## src/rtl/kernel_control_host.sv

```systemverilog
// Host-side launcher for an ap_ctrl_chain kernel: runs a commanded number of
// invocations back to back, with a per-phase watchdog that parks the block in ERROR.
module kernel_control_host #(
  parameter  int unsigned TIMEOUT_CYCLES = 1024,
  localparam int unsigned CNT_W          = 32
) (
  input  logic             ap_clk,
  input  logic             areset,
  input  logic             cmd_valid,
  input  logic [CNT_W-1:0] cmd_iterations,
  output logic             cmd_ready,
  output logic             ap_start,
  output logic             ap_continue,
  input  logic             ap_ready,
  input  logic             ap_done,
  input  logic             ap_idle,
  output logic             busy,
  output logic             done_pulse,
  output logic [CNT_W-1:0] iter_count,
  output logic             timeout_err
);

  localparam int unsigned     WD_W    = 32;
  localparam bit              WD_EN   = (TIMEOUT_CYCLES != 0);
  localparam logic [WD_W-1:0] WD_LAST = WD_W'(TIMEOUT_CYCLES - 1);

  typedef enum logic [2:0] {
    S_IDLE      = 3'd0,
    S_LAUNCH    = 3'd1,
    S_WAIT_DONE = 3'd2,
    S_CONTINUE  = 3'd3,
    S_FINISH    = 3'd4,
    S_ERROR     = 3'd5
  } state_e;

  state_e           state_q, state_d;
  logic [CNT_W-1:0] remaining_q, remaining_d;
  logic [CNT_W-1:0] iter_q, iter_d;
  logic [WD_W-1:0]  wd_q, wd_d;
  logic             timeout_q, timeout_d;
  logic             wd_expired;

  // Kernel idle is informational only; nothing in the sequencing depends on it.
  logic unused_ap_idle;
  assign unused_ap_idle = ap_idle;

  assign wd_expired = WD_EN && (wd_q == WD_LAST);

  always_ff @(posedge ap_clk) begin
    if (areset) begin
      state_q     <= S_IDLE;
      remaining_q <= '0;
      iter_q      <= '0;
      wd_q        <= '0;
      timeout_q   <= 1'b0;
    end else begin
      state_q     <= state_d;
      remaining_q <= remaining_d;
      iter_q      <= iter_d;
      wd_q        <= wd_d;
      timeout_q   <= timeout_d;
    end
  end

  always_comb begin
    state_d     = state_q;
    remaining_d = remaining_q;
    iter_d      = iter_q;
    wd_d        = wd_q;
    timeout_d   = timeout_q;
    case (state_q)
      S_IDLE: begin
        if (cmd_valid) begin
          remaining_d = cmd_iterations;
          iter_d      = '0;
          wd_d        = '0;
          state_d     = (cmd_iterations == '0) ? S_FINISH : S_LAUNCH;
        end
      end
      S_LAUNCH: begin
        wd_d = wd_q + WD_W'(1);
        // ap_done only counts once the start has been taken.
        if (ap_ready) begin
          wd_d    = '0;
          state_d = ap_done ? S_CONTINUE : S_WAIT_DONE;
        end else if (wd_expired) begin
          timeout_d = 1'b1;
          state_d   = S_ERROR;
        end
      end
      S_WAIT_DONE: begin
        wd_d = wd_q + WD_W'(1);
        if (ap_done) begin
          state_d = S_CONTINUE;
        end else if (wd_expired) begin
          timeout_d = 1'b1;
          state_d   = S_ERROR;
        end
      end
      S_CONTINUE: begin
        remaining_d = remaining_q - CNT_W'(1);
        if (iter_q != '1) iter_d = iter_q + CNT_W'(1);
        if (remaining_q > CNT_W'(1)) begin
          wd_d    = '0;
          state_d = S_LAUNCH;
        end else begin
          state_d = S_FINISH;
        end
      end
      S_FINISH: state_d = S_IDLE;
      S_ERROR:  state_d = S_ERROR;
      default:  state_d = S_IDLE;
    endcase
  end

  always_comb begin
    cmd_ready   = 1'b0;
    ap_start    = 1'b0;
    ap_continue = 1'b0;
    busy        = 1'b0;
    done_pulse  = 1'b0;
    case (state_q)
      S_IDLE:      cmd_ready = 1'b1;
      S_LAUNCH:    begin ap_start = 1'b1; busy = 1'b1; end
      S_WAIT_DONE: busy = 1'b1;
      S_CONTINUE:  begin ap_continue = 1'b1; busy = 1'b1; end
      S_FINISH:    begin done_pulse = 1'b1; busy = 1'b1; end
      default:     ;
    endcase
    iter_count  = iter_q;
    timeout_err = timeout_q;
  end

endmodule

```

## config.mk

```make
export PLATFORM = sky130hd
export DESIGN_NAME = kernel_control_host
export DESIGN_NICKNAME = d
export VERILOG_FILES = /design/src/rtl/kernel_control_host.sv
export SDC_FILE = /design/constraint.sdc
export NUM_CORES = 1
export LEC_CHECK = 0
export CAP_MARGIN = 20
export CORE_ASPECT_RATIO = 0.6
export CORE_MARGIN = 8
export CORE_UTILIZATION = 55
export DETAILED_ROUTE_END_ITERATION = 12
export GPL_TIMING_DRIVEN = 0
export PLACE_DENSITY_LB_ADDON = 0.3
export SYNTH_ARGS = -nofsm -noshare
export SYNTH_HDL_FRONTEND = slang
export SYNTH_SLANG_ARGS = --single-unit
export TNS_END_PERCENT = 1
```

## constraint.sdc

```tcl
create_clock -name ap_clk -period 2.93 [get_ports ap_clk]
set_clock_uncertainty 0.1 [all_clocks]
set_input_delay 0.879 -clock ap_clk [delete_from_list [all_inputs] [get_ports ap_clk]]
set_output_delay 0.879 -clock ap_clk [all_outputs]
set_load 0.02 [all_outputs]
```

==> reports/metrics.yaml <==
clock_network:
  cts_buffer_depth: 2
  cts_num_sinks: 100
  cts_root_buf: "clkbuf_16"
  htreeDepth: 3
  clk_pin_slew_ns: 0.07
  cts_tree: "yes"
  insertion_delay_ns: 0.34
  cts_buffers: 9
placement:
  dpl-instance-area_mm2: 0.00623
  gp_congestion: 0.895
  port_buffers: 73
  hpwl_um: 11700
global_route:
  antenna_found_initial: 0
  grt_pass1_wl_um: 25700
  grt_pass1_vias: 5071
  grt_use_met2_pct: 34.7
  grt_usage_pct: 23.9
  top_usage_layer: "met2"
  grtUsageMet3_pct: 7.58
  grt_max_degree: 17
  grt_overflow: 0
  use_met1_pct: 33.0
job:
  maxCapViolCount: 0
timing:
  max_freq_ghz: 0.345
  period_minus_slack_ns: 2.90
  tightest_slew_ns: 0.699
  hold_viol_final: 0
  tns_ns: 0
  relSlewSlack_pct: 53.4
  fin_crit_sh_pct: 99.0
  grt_setup_unrepaired: "yes"
  slew_violations: 0
  setup_violations: 0
drt:
  drtIter0Drc: 683
  first_pass_iters: 6
  vias: 5551
  remaining_drc_errors: 0
  routedWlPerCell_um: 18.5
  drt-total-wl_um: 16200
  vias_per_cell: 6.37
  ant_nets: 0
setup_path:
  cpMostUsedCell: "clkbuf_1"
  crit_path_top_delay_cell: "clkdlybuf4s50_1"
  cpPeakStageDelay_ns: 0.56
  required_ns: 3.10
  end_kind: "register"
  reg2regPathDepth: 7
  critPathMaxFanout: 10
  rrSetupSlack_ns: 0.05
  timing.rr.end: "state_q[0]"
  critPathKind: "in2reg"
  crit_chain: "clkdlybuf4s50_1, and2_1, clkbuf_1, clkbuf_1, clkbuf_2, a32oi_1, a21oi_1"
  start_kind: "input pin"
  reg2reg_from: "remaining_q[10]"
  cp_data_arrival_time_ns: 3.07
layout:
  final_common_cell: "dfxtp_1"
  syn2layout_area_growth_pct: 24.2
  antenna_cells: 0
  stdcell_area_mm2: 0.00663
  utilization_pct: 71.3
  fillers: 683
  drive_gt1_share_pct: 9.03
  nets: 779
  most-common-layout-cells: "100 x dfxtp_1, 85 x nor2_1, 72 x clkdlybuf4s50_1"
synthesis:
  synth_top_family_by_area: "simple AND/OR/NAND/NOR gates"
  synthArstFlopShare_pct: 0
  synth_edf_count: 0
  synthMuxAreaShare_pct: 0.188
  synth_seq_area_share_pct: 37.5
  synth_area_mm2: 0.00534
  ys_ff_latch: 100
  ys_top_cells_by_area: "dfxtp_1 38%, nor2_1 6.0%, xnor2_1 5.9%, a21oi_1 4.6%, nor4_1 4.0%"
  synthesis.nets: 691
  synth_compound_area_share_pct: 17.0
  yosys.area_share.simple_pct: 31.1
  avgSynthCellArea_um2: 8.22
  yosysTopAreaCell: "dfxtp_1"
  syn_inst: 649
  synth_ff_type: "dfxtp_1"
  synthAdderAreaFrac_pct: 0.938
  synth_xor_area_share_pct: 9.52
  ys.warnings.count: 0
  synth_top_area_share_pct: 37.5
  synth_cell_type_count: 66
pwr:
  ir_drop_uv: 352
  p_leak_nw: 2.13
  power_mw: 3.19
  powerDensity_mw_per_mm2: 482
floorplanning:
  start_util_pct: 57.5
  coreArea_mm2: 0.00929
  ioPinCount: 76
  dieArea_mm2: 0.0132
  die_w_um: 143
  row_count: 27
  die_h_um: 92.3
run_status:
  outcome: "finished clean"
hold_path:
  hold_end: "timeout_err"
  hold_path.class: "reg2reg"
  whs_path_depth: 1
  worstHoldStart: "timeout_err"
repair_timing:
item                       in CTS  in global routing
setup buffers                   1                  2
setup endpoints to repair      35                 61
hold buffers                    0                  0
resized for setup              10                 11
pin swaps                       1                  1
flip-flops by register name, summed over array words and instances (netlist names):
name and count:
iter_count 32, remaining_q 32, state_q 3, timeout_err 1, wd_q 32
cells by family after synthesis:
group / count (synthesis)
mux: 1
fa+ha+maj: 4
xor+xnor: 58
buf+inv: 43
compound gates: 132
simple gates: 311
flops: 100
area by class of cell:
class / instances / area [µm²] / share of cell area [%]
Buffer: 34 / 176 / 2.66
Clock buffer: 10 / 229 / 3.45
Clock inverter: 6 / 65.1 / 0.982
Inverter: 9 / 35.0 / 0.529
Multi-Input combinational cell: 506 / 3200 / 48.3
Sequential cell: 100 / 2000 / 30.2
Tap cell: 130 / 163 / 2.45
Timing Repair Buffer: 77 / 756 / 11.4
how the worst max path moves through the flow:
stage                          start  slack, ns              end
after floorplan           state_q[0]       0.12   iter_count[30]
after global placement     cmd_valid      -0.60   iter_count[30]
after detailed placement   cmd_valid      -0.43  remaining_q[21]
after CTS                 state_q[0]      0.001        cmd_ready
after global routing       cmd_valid      -0.06  remaining_q[12]
final                      cmd_valid       0.03   remaining_q[5]
through the flow:
step / setup WS [ns] / hold slack [ns] / instances
6_report: 0.0292 / 0.391 / 872
3_5_place_dp: -0.432 / 0.378 / 853
5_1_grt: -0.0582 / 0.404 / 872
2_1_floorplan: 0.115 / 0.360 / 649
4_1_cts: 0.00145 / 0.393 / 870
3_3_place_gp: -0.600 / 0.367 / 852
cell usage after synthesis (5+ instances only):
cell type  instances
dfxtp_1          100
nor2_1            86
a21oi_1           49
nand2_1           39
nand3_1           39
xnor2_1           36
nor4_1            34
clkbuf_1          23
xor2_1            22
nor3_1            18
nand4_1           17
o21ai_0           16
and3_1            15
or3_1             11
a31oi_1            8
and4_1             8
inv_1              8
o211ai_1           8
or2_2              8
o2111ai_1          7
a211oi_1           6
nor4b_1            6
o311ai_0           6
or4_1              6
nand2b_1           5
critical path: cells and delay by family:
family,cells,cell delay [ns]
and+or+nand+nor,1,0.16
buffers and inverters,4,1.74
AOI/OAI and AO/OA,2,0.27
routing by layer:
layer | vias to the layer above | share of wire, %
li1 | 2586 | -
met2 | 356 | 43
met4 | 0 | 1.3
met3 | 30 | 12
met1 | 2579 | 44
met5 | - | 0
power by group:
| group | switching, mW | internal, mW | leakage (nW) |
|---|---|---|---|
| Combinational | 0.344 | 0.213 | 1.19 |
| Sequential | 0.0491 | 1.41 | 0.811 |
| Clock | 0.522 | 0.661 | 0.131 |
(Power assumes the default switching activity.)
